File: src/rtl/inst_fetch_ctrl_if.sv
`default_nettype none
// ---------------------------------------------------------------------------
// inst_fetch_ctrl_if: memory, redirect and decode-side signals of the fetch unit
// Rev 1.0
// ---------------------------------------------------------------------------
interface inst_fetch_ctrl_if;
  logic [31:0] mem_addr;
  logic [7:0]  mem_rdata;
  logic        redirect_valid;
  logic [31:0] redirect_pc;
  logic        inst_valid;
  logic        inst_ready;
  logic [31:0] inst_out;
  logic [31:0] inst_pc;
  logic        fetch_error;

  modport master (
    output mem_addr,
    input  mem_rdata,
    input  redirect_valid,
    input  redirect_pc,
    output inst_valid,
    input  inst_ready,
    output inst_out,
    output inst_pc,
    output fetch_error
  );

  modport slave (
    input  mem_addr,
    output mem_rdata,
    output redirect_valid,
    output redirect_pc,
    input  inst_valid,
    output inst_ready,
    input  inst_out,
    input  inst_pc,
    input  fetch_error
  );
endinterface
`default_nettype wire

File: src/rtl/inst_fetch_ctrl.sv
`default_nettype none
// ---------------------------------------------------------------------------
// inst_fetch_ctrl: byte-serial big-endian instruction fetch with 2-entry decode buffer
// Rev 1.0
// ---------------------------------------------------------------------------
module inst_fetch_ctrl #(
  parameter logic [31:0] RESET_PC  = 32'h0000_0000,
  parameter int unsigned MEM_BYTES = 512
) (
  input  wire logic         clock,
  input  wire logic         reset,
  inst_fetch_ctrl_if.master bus
);

  typedef enum logic [1:0] {
    FETCH = 2'd0,
    HOLD  = 2'd1,
    ERROR = 2'd2
  } state_t;

  state_t      state;
  state_t      state_nxt;
  logic [31:0] fetch_pc;
  logic [1:0]  byte_cnt;
  logic [23:0] asm_reg;
  logic [31:0] hold_word;
  logic [31:0] head_instr;
  logic [31:0] head_pc;
  logic [31:0] tail_instr;
  logic [31:0] tail_pc;
  logic [1:0]  count;

  logic        pop;
  logic        push_ok;
  logic        push;
  logic        rd_byte;
  logic        latch_hold;
  logic        addr_ok;
  logic        wr_tail;
  logic [31:0] push_word;
  logic [32:0] end_addr;

  // 33-bit sum so a fetch_pc near 2^32 can never wrap back into range
  assign end_addr = {1'b0, fetch_pc} + 33'd4;
  assign addr_ok  = (end_addr <= 33'(MEM_BYTES));
  assign pop      = bus.inst_valid && bus.inst_ready;
  assign push_ok  = (count < 2'd2) || pop;
  assign wr_tail  = (count == 2'd2) || ((count == 2'd1) && !pop);

  assign bus.mem_addr    = fetch_pc + {30'd0, byte_cnt};
  assign bus.inst_valid  = (count != 2'd0);
  assign bus.inst_out    = head_instr;
  assign bus.inst_pc     = head_pc;
  assign bus.fetch_error = (state == ERROR);

  always_ff @(posedge clock) begin
    if (reset) begin
      state <= FETCH;
    end else begin
      state <= state_nxt;
    end
  end

  always_comb begin
    state_nxt  = state;
    push       = 1'b0;
    rd_byte    = 1'b0;
    latch_hold = 1'b0;
    push_word  = {asm_reg, bus.mem_rdata};
    case (state)
      FETCH: begin
        if ((byte_cnt == 2'd0) && !addr_ok) begin
          state_nxt = ERROR;
        end else if (byte_cnt != 2'd3) begin
          rd_byte = 1'b1;
        end else if (push_ok) begin
          push = 1'b1;
        end else begin
          latch_hold = 1'b1;
          state_nxt  = HOLD;
        end
      end
      HOLD: begin
        if (push_ok) begin
          push      = 1'b1;
          push_word = hold_word;
          state_nxt = FETCH;
        end
      end
      ERROR: begin
        state_nxt = ERROR;
      end
      default: begin
        state_nxt = FETCH;
      end
    endcase
    if (bus.redirect_valid) begin
      push       = 1'b0;
      rd_byte    = 1'b0;
      latch_hold = 1'b0;
      state_nxt  = (bus.redirect_pc[1:0] != 2'b00) ? ERROR : FETCH;
    end
  end

  always_ff @(posedge clock) begin
    if (reset) begin
      fetch_pc   <= RESET_PC;
      byte_cnt   <= 2'd0;
      asm_reg    <= 24'd0;
      hold_word  <= 32'd0;
      head_instr <= 32'd0;
      head_pc    <= 32'd0;
      tail_instr <= 32'd0;
      tail_pc    <= 32'd0;
      count      <= 2'd0;
    end else if (bus.redirect_valid) begin
      fetch_pc <= bus.redirect_pc;
      byte_cnt <= 2'd0;
      count    <= 2'd0;
    end else begin
      if (rd_byte) begin
        asm_reg  <= {asm_reg[15:0], bus.mem_rdata};
        byte_cnt <= byte_cnt + 2'd1;
      end
      if (latch_hold) begin
        hold_word <= {asm_reg, bus.mem_rdata};
      end
      if (push) begin
        fetch_pc <= fetch_pc + 32'd4;
        byte_cnt <= 2'd0;
      end
      if (pop) begin
        head_instr <= tail_instr;
        head_pc    <= tail_pc;
      end
      // a push landing in the head slot must win over the shift above
      if (push) begin
        if (wr_tail) begin
          tail_instr <= push_word;
          tail_pc    <= fetch_pc;
        end else begin
          head_instr <= push_word;
          head_pc    <= fetch_pc;
        end
      end
      count <= count + {1'b0, push} - {1'b0, pop};
    end
  end

endmodule
`default_nettype wire

File: src/flat_wrapper.sv
// flat-port wrapper written by rule: the top's interface ports become plain ports
module inst_fetch_ctrl_flat 
#(
  parameter logic [31:0] RESET_PC  = 32'h0000_0000,
  parameter int unsigned MEM_BYTES = 512
)
  (clock, reset, bus_mem_addr, bus_mem_rdata, bus_redirect_valid, bus_redirect_pc, bus_inst_valid, bus_inst_ready, bus_inst_out, bus_inst_pc, bus_fetch_error);
  inst_fetch_ctrl_if bus_i ();
  input  wire logic clock;
  input  wire logic reset;
  output wire logic [$bits(bus_i.mem_addr)-1:0] bus_mem_addr;
  input wire logic [$bits(bus_i.mem_rdata)-1:0] bus_mem_rdata;
  input wire logic [$bits(bus_i.redirect_valid)-1:0] bus_redirect_valid;
  input wire logic [$bits(bus_i.redirect_pc)-1:0] bus_redirect_pc;
  output wire logic [$bits(bus_i.inst_valid)-1:0] bus_inst_valid;
  input wire logic [$bits(bus_i.inst_ready)-1:0] bus_inst_ready;
  output wire logic [$bits(bus_i.inst_out)-1:0] bus_inst_out;
  output wire logic [$bits(bus_i.inst_pc)-1:0] bus_inst_pc;
  output wire logic [$bits(bus_i.fetch_error)-1:0] bus_fetch_error;
  assign bus_mem_addr = bus_i.mem_addr;
  assign bus_i.mem_rdata = bus_mem_rdata;
  assign bus_i.redirect_valid = bus_redirect_valid;
  assign bus_i.redirect_pc = bus_redirect_pc;
  assign bus_inst_valid = bus_i.inst_valid;
  assign bus_i.inst_ready = bus_inst_ready;
  assign bus_inst_out = bus_i.inst_out;
  assign bus_inst_pc = bus_i.inst_pc;
  assign bus_fetch_error = bus_i.fetch_error;
  inst_fetch_ctrl #(.RESET_PC(RESET_PC), .MEM_BYTES(MEM_BYTES)) u_core (.clock(clock), .reset(reset), .bus(bus_i));
endmodule
File: config.mk
export PLATFORM = sky130hd
export DESIGN_NAME = inst_fetch_ctrl_flat
export DESIGN_NICKNAME = d
export VERILOG_FILES = /design/src/rtl/inst_fetch_ctrl_if.sv /design/src/rtl/inst_fetch_ctrl.sv /design/src/flat_wrapper.sv
export SDC_FILE = /design/constraint.sdc
export NUM_CORES = 1
export LEC_CHECK = 0
export CORE_MARGIN = 3
export CORE_UTILIZATION = 44
export CTS_BUF_LIST = sky130_fd_sc_hd__clkbuf_4 sky130_fd_sc_hd__clkbuf_8 sky130_fd_sc_hd__clkbuf_16
export DETAILED_ROUTE_END_ITERATION = 6
export DONT_BUFFER_PORTS = 1
export GPL_ROUTABILITY_DRIVEN = 0
export PLACE_DENSITY = 0.6
export SLEW_MARGIN = 10
export SYNTH_ARGS = -nofsm -noshare
export SYNTH_HDL_FRONTEND = slang
export SYNTH_SLANG_ARGS = --single-unit
export TNS_END_PERCENT = 20
File: constraint.sdc
create_clock -name clock -period 6 [get_ports clock]
set_input_delay 1.2 -clock clock [delete_from_list [all_inputs] [get_ports clock]]
set_output_delay 1.2 -clock clock [all_outputs]
set_load 0.1 [all_outputs]
* After elaboration in Yosys (flattened, before gate mapping)
Cells that the tools add are included.
** Word-level totals
- Register bits :: 222
- Bits of input ports :: 44
- Output and inout bits :: 98
- Logic and storage cells :: 76
** Operators by class
- $add $sub $neg :: 6
- Magnitude comparators :: 2
- Eq/ne operators :: 8
- Muxes and demuxes :: 31
- Bitwise operators :: 1
- Reductions and logical operators :: 18
** Operator list (number)
- $mux W32 :: 10
- $add A32 B3 Y33 const B :: 1
- $le A33 B10 Y1 const B :: 1
- $add A32 B2 Y32 :: 1
- $add A32 B3 Y32 const B :: 1
- $mux W1 :: 13
- $mux W2 :: 6
- $pmux W2 S3 :: 1
- $reduce_and A3 Y1 :: 2
- $reduce_bool A2 Y1 :: 3
- $eq A2 B1 Y1 const B :: 2
- $eq A2 B2 Y1 const B :: 2
- $logic_not A2 Y1 :: 2
- $ne A4 B3 Y1 const B :: 1
- $ne A4 B4 Y1 const B :: 1
- $reduce_and A2 Y1 :: 2
- $logic_and A1 B1 Y1 :: 3
- $ne A3 B2 Y1 const B :: 1
- $reduce_or A3 Y1 :: 1
- $add A2 B1 Y2 :: 1
- $add A2 B1 Y2 const B :: 1
- $logic_not A1 Y1 :: 2
- $logic_or A1 B1 Y1 :: 2
- $lt A2 B2 Y1 const B :: 1
- other kinds (5) :: 5

* Logic depth before layout (Yosys ltp)
Gate-level depths: netlist (run 1).
- Depth after elaboration :: 10
- Gate-level depth with buffers :: 17
- Mapped depth without buffers :: 13

* Worst setup path before layout (run 1)
No wires, ideal clock.
- Path kind :: flip-flop to output port
- Start point :: reg u_core.fetch_pc[14]
- End point :: out bus_mem_addr[30]
- Data arrival time :: 3.105 ns
- Required time :: 4.800 ns
- Setup slack :: 1.695 ns
- Cell stages (with the launch flop) :: 7
- Path buffers :: 1
- Cells stage by stage :: dfxtp_1 -> clkbuf_1 -> nand4_1 -> nor4_1 -> nand4_1 -> nor2_1 -> xor2_1
** Between the ends
- Cells in the longest elaborated chain, start to end :: 1
** RTL lines
- from (decl) :: line inst_fetch_ctrl.sv:23 : logic [31:0] fetch_pc;
- from (signal assigned) :: line inst_fetch_ctrl.sv:117 : fetch_pc <= bus.redirect_pc;
- from (signal assigned) :: line inst_fetch_ctrl.sv:129 : fetch_pc <= fetch_pc + 32'd4;
- $add A32 B2 Y32 :: line inst_fetch_ctrl.sv:50 : assign bus.mem_addr = fetch_pc + {30'd0, byte_cnt};
- to (decl) :: line flat_wrapper.sv:11 : output wire logic [$bits(bus_i.mem_addr)-1:0] bus_mem_addr;
No other way between the ends.

* Worst setup path in the final report (run 1)
- Start point :: reg u_core.fetch_pc[2]
- End point :: reg u_core.head_pc[27], in the netlist u_core.bus.inst_pc[27]
** Between the ends
- Cells in the longest elaborated chain, start to end :: 8
** RTL lines
- $add A32 B3 Y33 :: line inst_fetch_ctrl.sv:44 : assign end_addr = {1'b0, fetch_pc} + 33'd4;
- $le A33 B10 Y1 :: line inst_fetch_ctrl.sv:45 : assign addr_ok = (end_addr <= 33'(MEM_BYTES));
- $logic_not A1 Y1 :: line inst_fetch_ctrl.sv:72 : if ((byte_cnt == 2'd0) && !addr_ok) begin
- $logic_and A1 B1 Y1 :: line inst_fetch_ctrl.sv:72
- $mux W1 :: line inst_fetch_ctrl.sv:72
- $pmux W1 S2 :: line inst_fetch_ctrl.sv:70 : case (state)
- $mux W1 :: line inst_fetch_ctrl.sv:97 : if (bus.redirect_valid) begin
- $mux W32 :: line inst_fetch_ctrl.sv:137 : if (push) begin
- to (signal assigned) :: line inst_fetch_ctrl.sv:134 : head_pc <= tail_pc;
- to (signal assigned) :: line inst_fetch_ctrl.sv:143 : head_pc <= fetch_pc;
- to (decl) :: line inst_fetch_ctrl.sv:28 : logic [31:0] head_pc;
No other way between the ends.
A chain may end at the register's enable or synchronous reset.

==> results of run 1 <==
## metrics by stage
step | instances | total power, mW | hold slack, ns
after global routing | 1524 | 3.48 | 0.492
after detailed placement | 1478 | 1.80 | 0.466
after CTS | 1524 | 3.41 | 0.473
after floorplan | 1238 | 1.77 | 0.454
after global placement | 1478 | 1.79 | 0.458
final | 1524 | 3.37 | 0.473
## synth_stat cells, drive strengths merged, types with 16 or more instances
| cell type | instances |
|---|---|
| a211oi | 21 |
| mux2 | 33 |
| buf | 42 |
| nor2 | 291 |
| mux2i | 126 |
| xnor2 | 31 |
| nand2 | 49 |
| a311oi | 22 |
| or3 | 16 |
| o21ai | 17 |
| dfxtp | 222 |
| a2111oi | 49 |
| clkbuf | 75 |
| nor3 | 62 |
| nand4 | 25 |
| xor2 | 22 |
## area by class of cell
class / instances / area (µm²)
inverter: 14 / 52.6
tap: 324 / 405
clock buffer: 38 / 773
timing repair buffer: 33 / 260
fill: 2302 / 12100
sequential: 222 / 4440
multi-input combinational: 885 / 6150
clock inverter: 8 / 114
## power groups by stage
stage	clock network (mW)	registers (mW)	logic, mW
6_report	1.61	1.54	0.222
3_3_place_gp	0	1.57	0.222
4_1_cts	1.64	1.54	0.223
2_1_floorplan	0	1.53	0.241
5_1_grt	1.70	1.55	0.233
3_5_place_dp	0	1.57	0.222
## final timing paths
kind | endpoint | cells past startpoint | slack, ns | from
worst max-delay path | u_core.bus.inst_pc[27] | 10 | 1.06 | u_core.fetch_pc[2]
worst min-delay path | u_core.bus.inst_out[16] | 2 | 0.47 | u_core.tail_instr[16]
worst max register to register | u_core.bus.inst_pc[27] | 10 | 1.06 | u_core.fetch_pc[2]
worst min register to register | u_core.bus.inst_out[16] | 2 | 0.47 | u_core.tail_instr[16]
## cell usage in the layout (no fill, tap or decap), types with 6 or more instances in the layout
cell and n:
inv_1 13, a2111oi_0 27, xnor2_2 10, clkbuf_16 25, ha_1 7, xnor2_1 21, and3_1 8, a21oi_1 12
nor3_1 62, xor2_2 20, or4_1 6, buf_4 32, nor3b_1 13, or3_1 16, nor2_1 289, nor4_1 9
mux2i_1 126, a2111oi_2 21, nand4_1 23, a311oi_1 22, mux2_2 33, nand3_1 12, dfxtp_1 222, o21ai_0 16
a211oi_1 21, nand2_1 49, a221o_1 10, clkbuf_8 8
## cell families (layout without fill, tap and decap cells)
group,count (synthesis),in the layout,share of synthesized area
buf+inv,131,93,0.0547
xor+xnor,53,53,0.0425
flops,222,222,0.407
compound gates,154,154,0.122
mux,159,159,0.150
fa+ha+maj,8,8,0.00986
simple gates,511,511,0.214
## metal layers
metal | track usage | wire [µm] | share of wire | up-vias
met5 | 0 | 0 | 0 | -
met4 | 0.0473 | 627 | 0.022 | 0
met3 | 0.0601 | 2340 | 0.080 | 45
met2 | 0.327 | 12800 | 0.44 | 225
met1 | 0.298 | 13400 | 0.46 | 4146
li1 | - | - | - | 4264
## worst max-delay path, delay by kind of cell (launching register included)
family	cells	cell delay, ns
xor gates and xnor gates	1	0.21
AOI/OAI and AO/OA	3	1.51
adders and majority gates	1	0.30
and+or+nand+nor	4	1.81
DFF	1	0.55
buffers and inverters	1	0.41
==> flow_metrics.py, run 1 <==
metrics = {
    "layout": {
        "nets": 1233,
        "post-route-util": 0.502,
        "drive_gt1_frac": 0.149,
        "design_area_um2": 12200,
        "n_antenna_cell": 0,
        "area_growth_pct": 11.8,
    },
    "synthesis": {
        "synth-main-ff-cell": "dfxtp_1",
        "yosys_register_bits": 222,
        "syn_area_um2": 10900,
        "synthTopCellsByArea": "dfxtp_1 41%, mux2i_1 12%, nor2_1 10%, mux2_2 3.4%, a2111oi_2 2.9%",
        "synth_top_area_share": 0.407,
        "synth_edf_count": 0,
        "synth_largest_area_cell": "dfxtp_1",
        "ys.warnings.count": 0,
        "syn_nets": 1290,
        "synth_seq_area_share": 0.407,
        "synth_cell_types": 60,
        "synth.avg_cell_area_um2": 8.81,
        "ys_async_sr_fraction": 0,
        "syn-instance-count": 1238,
    },
    "power_and_ir_drop": {
        "pwr_density_cell_nw_per_um2": 276,
        "power_frac_clock": 0.477,
        "peakVddDrop_v": 0.000191,
        "seqPwrFrac": 0.457,
        "power_leakage_nw": 4.63,
        "switching_share": 0.250,
        "p_comb_frac": 0.066,
        "p_int_mw": 2.53,
        "p_sw_mw": 0.842,
    },
    "min_path": {
        "hold_path.class": "register to register",
    },
    "clock_tree": {
        "cts_tree": "yes",
        "numCtsBuffers": 25,
        "clock_path_buffers": 3,
        "clock_latency_ns": 0.54,
        "post_cts_buffers": 0,
        "clkTransAtPathRegs_ns": 0.06,
        "cts_sinks": 222,
        "cts_root_buf": "clkbuf_16",
        "cts_resized": 0,
        "cts.htree.levels": 1,
        "hold_buffers": 0,
    },
    "placement": {
        "preCtsSetupSlack_ns": 1.15,
        "dpl-instance-area_um2": 11300,
        "place_hpwl_um": 18800,
        "io_buffer_count": 0,
    },
    "critical_path": {
        "cp_max_fo": 39,
        "cp-start-kind": "register",
        "critPathArrivalTime_ns": 5.37,
        "slowest_stage": "a211o_2",
        "cp.required_ns": 6.42,
        "slowest_delay_ns": 0.80,
        "critPathKind": "register to register",
        "crit_chain": "ha_1 -> nand4_1 -> nor4_1 -> nand4_1 -> xnor2_1 -> a211oi_1 -> nand4_2 -> a211o_2 -> buf_4 -> a2111oi_2",
        "cpMostUsedCell": "nand4_1",
        "cp-end-kind": "register",
    },
    "route": {
        "dr.pass1.iters": 5,
        "viasPerCell": 5.70,
        "drc": 0,
        "drt-initial-drc-count": 627,
        "wl_per_cell_um": 19.1,
        "route.vias.total": 8680,
        "wirelength_um": 29100,
        "ant_nets": 0,
    },
    "sta": {
        "period_minus_slack_ns": 4.94,
        "fin_worst_skew_ns": 0.00948,
        "fin_setup_tns_ns": 0,
        "worst_slew_pin_slew_ns": 1.23,
        "max_freq_mhz": 202,
        "fin_crit_sh": 0.824,
        "rsz0062_at_grt": "false",
        "relSlewSlack": 0.173,
        "finalSetupViolations": 0,
        "finalHoldViolCount": 0,
        "setup_ws_ns": 1.06,
        "drv_slew": 0,
    },
    "global_route": {
        "grt_usage": 0.212,
        "antenna_found_initial": 0,
        "grt_first_pass_wirelength_um": 46300,
        "grt_pass1_vias": 8273,
        "grt_max_degree": 230,
        "grt.overflow.total": 0,
    },
    "die": {
        "start_util": 0.449,
        "dieWidth_um": 163,
        "die_y_um": 163,
        "num_io_pins": 142,
        "rows": 57,
        "die_area_um2": 26700,
        "core_um2": 24300,
    },
    "flow_run": {
        "maxCapViolCount": 0,
    },
    "run_status": {
        "status": "finished clean",
    },
}
(Power assumes the default switching activity.)
==> run 2: changes to the inputs <==
--- a/config.mk
+++ b/config.mk
@@ -11,7 +11,7 @@
 export DETAILED_ROUTE_END_ITERATION = 6
 export DONT_BUFFER_PORTS = 1
 export GPL_ROUTABILITY_DRIVEN = 0
-export PLACE_DENSITY = 0.6
+export PLACE_DENSITY = 0.62
 export SLEW_MARGIN = 10
 export SYNTH_ARGS = -nofsm -noshare
 export SYNTH_HDL_FRONTEND = slang
==> constraint.sdc (replaced) <==
create_clock -name clock -period 4.3 [get_ports clock]
set_input_delay 0.86 -clock clock [delete_from_list [all_inputs] [get_ports clock]]
set_output_delay 0.86 -clock clock [all_outputs]
set_load 0.1 [all_outputs]
==> run 2 against run 1 <==
  * Die area did not move
  * Highest routed layer is now met5
  * Flip-flop and latch count did not move
  * Sequential share of layout area fell by 0.35 points
  * Non-clock buffer count rose by 26
  * Worst hold slack got worse by 0.061 ns
  * Sequential power rose by 38%
  * Cell count rose by 1.4%
==> flow_metrics.py, run 2 (synthesis gave the netlist of run 1 again) <==
metrics = {
    "layout": {
        "area_growth_pct": 12.9,
        "design_area_um2": 12300,
        "nets": 1259,
        "final_cell_mix": "289 x nor2_1, 219 x dfxtp_1, 126 x mux2i_1",
        "fill_cells": 2327,
        "final_common_cell": "nor2_1",
        "multi_input_area_um2": 6150,
        "drive_gt1_frac": 0.168,
        "n_antenna_cell": 0,
        "area.sequential_um2": 4450,
    },
    "sta": {
        "worst_slew_pin_slew_ns": 1.13,
        "relSlewSlack": 0.247,
        "fin_worst_skew_ns": 0.0102,
        "drv_slew": 0,
        "rsz0062_at_grt": "false",
        "finalHoldViolCount": 0,
        "fin_crit_sh": 0.923,
        "max_freq_mhz": 252,
        "finalSetupViolations": 0,
        "fin_setup_tns_ns": 0,
        "period_minus_slack_ns": 3.97,
    },
    "clock_tree": {
        "clock_path_buffers": 3,
        "cts.htree.levels": 1,
        "clkTransAtPathRegs_ns": 0.06,
        "hold_buffers": 0,
        "post_cts_buffers": 0,
        "clock_latency_ns": 0.52,
        "cts_resized": 0,
        "cts_root_buf": "clkbuf_16",
        "numCtsBuffers": 25,
        "cts_tree": "yes",
        "cts_sinks": 222,
    },
    "route": {
        "viasPerCell": 5.70,
        "route.vias.total": 8811,
        "drc": 0,
        "drt-initial-drc-count": 710,
        "ant_nets": 0,
        "dr.pass1.iters": 5,
        "wirelength_um": 28900,
        "wl_per_cell_um": 18.7,
    },
    "power_and_ir_drop": {
        "pwr_density_cell_nw_per_um2": 362,
        "power_frac_clock": 0.445,
        "peakVddDrop_v": 0.000218,
        "p_sw_mw": 1.13,
        "p_comb_frac": 0.078,
        "seqPwrFrac": 0.477,
        "p_int_mw": 3.34,
        "switching_share": 0.253,
        "power_leakage_nw": 4.73,
    },
    "die": {
        "rows": 57,
        "core_um2": 24300,
        "dieWidth_um": 163,
        "start_util": 0.449,
        "num_io_pins": 142,
        "die_area_um2": 26700,
        "die_y_um": 163,
    },
    "global_route": {
        "grt_max_degree": 230,
        "grt_usage": 0.212,
        "grt_first_pass_wirelength_um": 46400,
        "grt_pass1_vias": 8242,
        "grt.overflow.total": 0,
        "antenna_found_initial": 1,
    },
    "critical_path": {
        "critPathKind": "register to register",
        "cp_max_fo": 77,
        "cp-start-kind": "register",
        "cp.required_ns": 4.68,
        "cp-end-kind": "register",
        "critPathArrivalTime_ns": 4.35,
    },
    "placement": {
        "io_buffer_count": 0,
        "dpl-instance-area_um2": 11600,
        "place_hpwl_um": 18800,
    },
    "min_path": {
        "hold_path.class": "primary input to register",
    },
    "flow_run": {
        "maxCapViolCount": 0,
    },
    "run_status": {
        "status": "finished clean",
    },
}
-- run 2: cell count changes in the layout (fill, tap and decap cells not counted), sizes merged --
| cell | delta |
|---|---|
| clkbuf | -2 |
| buf | +26 |
| bufinv | -2 |
| clkinvlp | -1 |
| clkinv | +1 |
-- run 2: power by group through the flow --
| stage | Clock, mW | Sequential, mW | Combinational, mW |
|---|---|---|---|
| 5_1_grt | 2.12 | 2.13 | 0.367 |
| 3_5_place_dp | 0 | 2.17 | 0.350 |
| 2_1_floorplan | 0 | 2.13 | 0.336 |
| 4_1_cts | 2.03 | 2.13 | 0.351 |
| 3_3_place_gp | 0 | 2.17 | 0.349 |
| 6_report | 1.99 | 2.13 | 0.350 |
-- run 2: final cells by class --
| class | count | area share |
|---|---|---|
| tap | 324 | 0.0329 |
| sequential | 222 | 0.361 |
| inverter | 14 | 0.00426 |
| multi-input combinational | 885 | 0.499 |
| timing repair buffer | 59 | 0.0413 |
| clock buffer | 36 | 0.0585 |
| clock inverter | 6 | 0.00294 |
-- run 2: per-layer routing --
layer	track usage	wire length [µm]	up-vias
met5	0	20	-
met1	0.298	13400	4246
li1	-	-	4303
met4	0.0442	524	2
met2	0.331	12900	218
met3	0.0538	2050	42
-- run 2: critical path, cell delays in order (launching register included) --
cell and delay (ns):
dfxtp_1 0.50, and2_1 0.39, nand4_4 0.20, or4_1 0.58, a2111oi_1 0.46, and4b_1 0.29
nand4_2 0.28, a211o_2 0.45, buf_12 0.23, a2111oi_0 0.44
-- run 2: path summary, 6_finish.rpt --
kind,to,slack (ns),start,depth (start not counted)
worst min-delay path,u_core.bus.inst_pc[20],0.41,reset,1
worst min register to register,u_core.bus.inst_out[9],0.48,u_core.tail_instr[9],2
worst max-delay path,u_core.bus.inst_pc[6],0.33,u_core.fetch_pc[3],9
worst max register to register,u_core.bus.inst_pc[6],0.33,u_core.fetch_pc[3],9
-- run 2: per-stage QoR --
step,utilization,total power [mW],cells,hold slack [ns],setup WS [ns]
detailed placement,0.475,2.53,1504,0.464,0.145
floorplan,-,2.47,1238,0.454,0.335
global placement,0.475,2.52,1504,0.461,0.329
finish,0.507,4.47,1546,0.411,0.332
CTS,0.506,4.51,1546,0.395,0.132
global route,0.507,4.62,1546,0.393,0.00191
